==> config.mk <==
export PLATFORM = sky130hd
export DESIGN_NAME = fault_injector
export DESIGN_NICKNAME = d
export VERILOG_FILES = /design/src/rtl/fault_inj_pkg.sv /design/src/rtl/fault_mask_gen.sv /design/src/rtl/fault_injector.sv
export SDC_FILE = /design/constraint.sdc
export NUM_CORES = 1
export LEC_CHECK = 0
export CORE_UTILIZATION = 30
export CTS_CLUSTER_SIZE = 12
export DETAILED_ROUTE_END_ITERATION = 10
export GPL_TIMING_DRIVEN = 0
export PLACE_DENSITY = 0.57
export SYNTH_ARGS = -nofsm -noshare
export SYNTH_HDL_FRONTEND = slang
export SYNTH_SLANG_ARGS = --single-unit
==> constraint.sdc <==
create_clock -name clk -period 6.2 [get_ports clk]
set_clock_uncertainty 0.15 [all_clocks]
set_input_delay 1.24 -clock clk [delete_from_list [all_inputs] [get_ports clk]]
set_output_delay 1.24 -clock clk [all_outputs]
set_load 0.1 [all_outputs]
==> src/rtl/fault_inj_pkg.sv <==
// Shared definitions for the fault injector: mode encodings, LFSR seed/taps and
// the LFSR step function used when random start indices are enabled.
package fault_inj_pkg;

  typedef enum logic [1:0] {
    MODE_OFF    = 2'd0,
    MODE_SINGLE = 2'd1,
    MODE_DOUBLE = 2'd2,
    MODE_BURST  = 2'd3
  } mode_t;

  localparam logic [15:0] LFSR_SEED = 16'hACE1;
  // Fibonacci taps 16,14,13,11 expressed as bit positions 15,13,12,10
  localparam logic [15:0] LFSR_TAPS = 16'hB400;

  function automatic logic [15:0] lfsr_next(input logic [15:0] s);
    return {s[14:0], ^(s & LFSR_TAPS)};
  endfunction

endpackage

==> src/rtl/fault_mask_gen.sv <==
// Combinational fault mask: run of L bits starting at index a, wrapping modulo
// CODE_W. Zero latency, no flow control.
module fault_mask_gen
  import fault_inj_pkg::*;
#(
  parameter int CODE_W = 12,
  parameter int ADDR_W = $clog2(CODE_W)
) (
  input  mode_t             mode,
  input  logic [ADDR_W-1:0] start,
  input  logic [ADDR_W:0]   len,
  output logic [CODE_W-1:0] mask
);

  int run_len;
  int offset;

  always_comb begin
    mask    = '0;
    run_len = 0;
    offset  = 0;
    case (mode)
      MODE_SINGLE: run_len = 1;
      MODE_DOUBLE: run_len = 2;
      MODE_BURST:  run_len = (int'(len) > CODE_W) ? CODE_W : int'(len);
      default:     run_len = 0;
    endcase
    // Out-of-range start index disables injection entirely rather than wrapping
    if (int'(start) < CODE_W) begin
      for (int i = 0; i < CODE_W; i++) begin
        offset = (i >= int'(start)) ? (i - int'(start)) : (i + CODE_W - int'(start));
        if (offset < run_len) mask[i] = 1'b1;
      end
    end
  end

endmodule

==> src/rtl/fault_injector.sv <==
// Single registered stage flipping configured bits on every Nth word (1-cycle latency,
// stalls input only while the held word is not taken). Macro FAULT_INJ_LFSR_EN adds a random start index.
module fault_injector
  import fault_inj_pkg::*;
#(
  parameter int CODE_W = 12,
  parameter int ADDR_W = $clog2(CODE_W),
  parameter int CNT_W  = 16
) (
  input  logic              clk,
  input  logic              rst_n,
  input  logic              in_valid,
  output logic              in_ready,
  input  logic [CODE_W-1:0] in_code,
  output logic              out_valid,
  input  logic              out_ready,
  output logic [CODE_W-1:0] out_code,
  output logic [CODE_W-1:0] out_fault_mask,
  input  logic [1:0]        cfg_mode,
  input  logic [ADDR_W-1:0] cfg_addr,
  input  logic [ADDR_W:0]   cfg_burst_len,
  input  logic [CNT_W-1:0]  cfg_period,
  input  logic              cfg_rand,
  output logic [CNT_W-1:0]  fault_cnt
);

  logic              accept;
  logic              candidate;
  logic [CNT_W-1:0]  period_cnt;
  logic [ADDR_W-1:0] start_idx;
  logic [CODE_W-1:0] mask;
  mode_t             mode_eff;

  assign in_ready = !out_valid || out_ready;
  assign accept   = in_valid && in_ready;

  // >= rather than == so a period shrunk below the running count cannot stall injection
  assign candidate = (cfg_period == '0) || (period_cnt >= cfg_period - CNT_W'(1));
  assign mode_eff  = candidate ? mode_t'(cfg_mode) : MODE_OFF;

`ifdef FAULT_INJ_LFSR_EN
  logic [15:0] lfsr;

  always_ff @(posedge clk or negedge rst_n) begin
    if (!rst_n) begin
      lfsr <= LFSR_SEED;
    end else if (accept) begin
      lfsr <= lfsr_next(lfsr);
    end
  end

  assign start_idx = cfg_rand ? ADDR_W'(lfsr % 16'(CODE_W)) : cfg_addr;
`else
  logic unused_rand;
  assign unused_rand = cfg_rand;
  assign start_idx   = cfg_addr;
`endif

  fault_mask_gen #(
    .CODE_W (CODE_W),
    .ADDR_W (ADDR_W)
  ) u_mask_gen (
    .mode  (mode_eff),
    .start (start_idx),
    .len   (cfg_burst_len),
    .mask  (mask)
  );

  always_ff @(posedge clk or negedge rst_n) begin
    if (!rst_n) begin
      out_valid      <= 1'b0;
      out_code       <= '0;
      out_fault_mask <= '0;
      fault_cnt      <= '0;
      period_cnt     <= '0;
    end else begin
      if (accept) begin
        out_valid      <= 1'b1;
        out_code       <= in_code ^ mask;
        out_fault_mask <= mask;
        period_cnt     <= candidate ? '0 : period_cnt + CNT_W'(1);
        if ((|mask) && (fault_cnt != '1)) fault_cnt <= fault_cnt + CNT_W'(1);
      end else if (out_ready) begin
        out_valid <= 1'b0;
      end
    end
  end

  hold_stable_a: assert property (@(posedge clk) disable iff (!rst_n)
    (out_valid && !out_ready) |=> (out_valid && $stable(out_code) && $stable(out_fault_mask)));

endmodule

==> flow_summary_export.csv <==
group,metric,value,unit
finish,n_antenna_cell,0,
pwr,leakage,2.99,nW
clocking,ctsHoldBuffers,0,
clocking,cts_sinks,57,
sta,rsz0062_at_grt,"false",
detailed_routing,drt_iter0_drc,197,
flow_run,maxCapViolCount,0,
sta,hold_violations,0,
place,dpl.cell_count,922,
sta,fin_crit_sh,94.8,%
finish,drive_above_1_share,11.0,%
worst_setup_path,path_max_fanout,10,
sta,slew_viol_final,0,
worst_setup_path,critPathBufInv,4,
synth,ys_warn_count,0,
detailed_routing,drc_errors,0,
sta,worst_pin_slew,1.03,ns
detailed_routing,wl_per_cell,14.5,µm
finish,syn2layout_area_growth,34.6,%
synth,synth_common_cells,"nand2_1 (90), ha_1 (72), dfrtp_1 (57)",
floorplanning,start_util,30.9,%
floorplanning,rows,47,
detailed_routing,routed-via-count,4760,
clocking,insertion_delay,0.32,ns
clocking,clock_tree.root_cell,"clkbuf_16",
hold_path,min-delay-path-class,"flip-flop to flip-flop",
synth,synth_area,5150,µm²
worst_setup_path,slowest_delay,0.43,ns
place,place_ws,-1.90,ns
pwr,finalPower,0.00194,W
synth,ys_top_cells_by_area,"dfrtp_1 (28%), ha_1 (17%), xnor2_1 (7.3%)",
floorplanning,io_pins,86,
grt,grt_max_degree,33,
synth,netlist_instances,611,
place,gp_congestion,0.883,
clocking,cts_buffers,9,
worst_setup_path,worstSetupPathType,"input port to flip-flop",
finish,final_cells,958,
synth,syn_avg_cell_area,8.43,µm²
clocking,h-tree-depth,3,
worst_setup_path,slowest_stage,"clkdlybuf4s50_1",
synth,synth-async-reset-ratio,100,%
synth,synth_top_flop_cell,"dfrtp_1",
sta,slew_headroom,30.9,%
grt,grt_pass1_vias,4574,
sta,setup_violations,0,
synth,post-synth-top-count-cell,"nand2_1",
pwr,power_density,280,nW/µm²
synth,synth_largest_area_cell,"dfrtp_1",
detailed_routing,viasPerCell,4.97,
sta,hold_slack,0.322,ns
grt,grt.total_usage,16.5,%
synth,synth_top_area_share,27.7,%
floorplanning,dieArea,17700,µm²
place,hpwl,10.9,mm
sta,fmaxAchievable,0.170,GHz
detailed_routing,ant_nets,0,
synth,ys_seq_elements,57,
grt,antenna_found_initial,0,
detailed_routing,wl,13.9,mm
clocking,clk_pin_slew,0.05,ns
worst_setup_path,crit_arrival,5.94,ns
synth,synth_cell_types,67,
floorplanning,die_h,133,µm
finish,finalNetCount,849,
floorplanning,die_w,133,µm
synth,synth_edf_count,0,
clocking,cts_buffer_depth,2,
worst_setup_path,startpoint_type,"input port",
place,io_buffers,83,
worst_setup_path,crit_family,"simple AND/OR/NAND/NOR gates",
grt,grt_pass1_wl,23.4,mm
floorplanning,core,16700,µm²
worst_setup_path,end_kind,"flip-flop",
finish,final_core_util,41.5,%
grt,gr-total-overflow,0,
detailed_routing,dr.pass1.iters,4,
sta,post-route-min-period,5.88,ns
worst_setup_path,worstPathCellList,"clkdlybuf4s50_1 -> inv_2 -> ha_2 -> and3_4 -> nand2_1 -> xor2_1 -> ha_1 -> nand4_1 -> nor4_4 -> a311oi_4 -> nand3_2 -> buf_12 -> o2111ai_4 -> buf_6 -> ha_1 -> a21oi_1 -> o211ai_1 -> nand4_1 -> a31oi_1 -> o211ai_1 -> nor4b_2 -> nand4_2 -> nand2_2 -> mux2_4",
synth,yosysSeqAreaShare,27.7,%
sta,timing.final.ws_setup,0.322,ns
outcome,status,"finished, final reports clean",
worst_setup_path,worstPathRequired,6.26,ns
clocking,tritoncts,"yes",
pwr,ir_worst_vdd,0.000345,V
-- what timing repair did --
item	4_1_cts	5_1_grt
resized for setup	17	28
setup endpoints to repair	40	16
pin swaps	12	13
buffers inserted	11	9
-- worst paths after layout --
kind / start / end / slack, ns / cells past startpoint
worst max register to register: period_cnt[0] / fault_cnt[1] / 1.79 / 19
worst min-delay path: out_fault_mask[5] / out_fault_mask[5] / 0.32 / 2
max in group asynchronous: rst_n / out_fault_mask[7] / 4.52 / 2
worst max-delay path: cfg_period[0] / fault_cnt[1] / 0.32 / 24
worst min register to register: out_fault_mask[5] / out_fault_mask[5] / 0.32 / 2
min in group asynchronous: rst_n / period_cnt[11] / 0.78 / 1
-- final cells by class --
class	instances	area, µm²
flip-flops and latches	57	1430
multi-input cells	519	3730
clock buffers	11	243
clock inverters	5	55.1
inverters	22	82.6
fillers	1694	9770
repair buffers	104	1010
plain buffers	20	108
well taps	220	275
-- per-layer routing --
layer  part of all wire (%)  global-route usage [%]
met5                      0                       0
met4                    1.1                    4.53
met3                    4.4                    1.99
met2                     45                    26.5
met1                     50                    23.2
-- placed cells by master (no fill, tap or decap), types with 4 or more instances in the layout --
cell type	netlist	layout
ha_1	72	68
clkbuf_16	0	9
nor4_4	0	4
xnor2_1	43	43
o211ai_1	7	7
and3_1	8	7
dfrtp_1	57	57
clkdlybuf4s50_1	0	72
nand4_1	16	16
nand3_1	16	15
a31oi_1	6	6
nand2b_1	12	12
a21oi_1	34	33
clkbuf_1	16	17
o21a_1	7	7
xor2_1	18	18
nor2b_1	6	6
inv_1	21	19
o21ai_0	49	49
nor3_1	6	6
and2_1	6	6
a211oi_1	4	4
or3_1	7	7
buf_4	0	19
nor2_1	41	40
nand2_1	90	88
conb_1	2	9
dlymetal6s2s_1	0	8
-- metrics by stage --
stage	setup TNS (ns)	cell area [µm²]
final	0	6930
after global routing	0	6930
after CTS	0	6770
after detailed placement	-45.83	6300
after global placement	-45.26	6280
after floorplan	0	5180
-- logic make-up after synthesis --
logic type | Yosys count | synth area share, %
XOR/XNOR | 61 | 10.4
flip-flops | 57 | 27.7
buffers and inverters | 42 | 3.40
adder cells (fa/ha/maj) | 72 | 17.5
AO/OA/AOI/OAI | 147 | 18.6
multiplexers | 3 | 0.680
AND/OR/NAND/NOR | 227 | 21.6
other | 2 | 0.146
-- registers in the layout (all words and copies together) (netlist names) --
register,flops
fault_cnt,16
period_cnt,16
out_code,12
out_fault_mask,12
out_valid,1
-- worst min-delay path: stages (launching register included) --
cell and delay [ns]:
dfrtp_1 0.34, nand2_1 0.05, nand2_1 0.05
-- power breakdown --
group / internal, W / leakage, nW / total [W] / switching, W
Clock: 0.000320 / 0.142 / 0.000487 / 0.000167
Sequential: 0.000445 / 0.727 / 0.000515 / 0.0000695
Combinational: 0.000283 / 2.12 / 0.000941 / 0.000658
(Power assumes the default switching activity.)
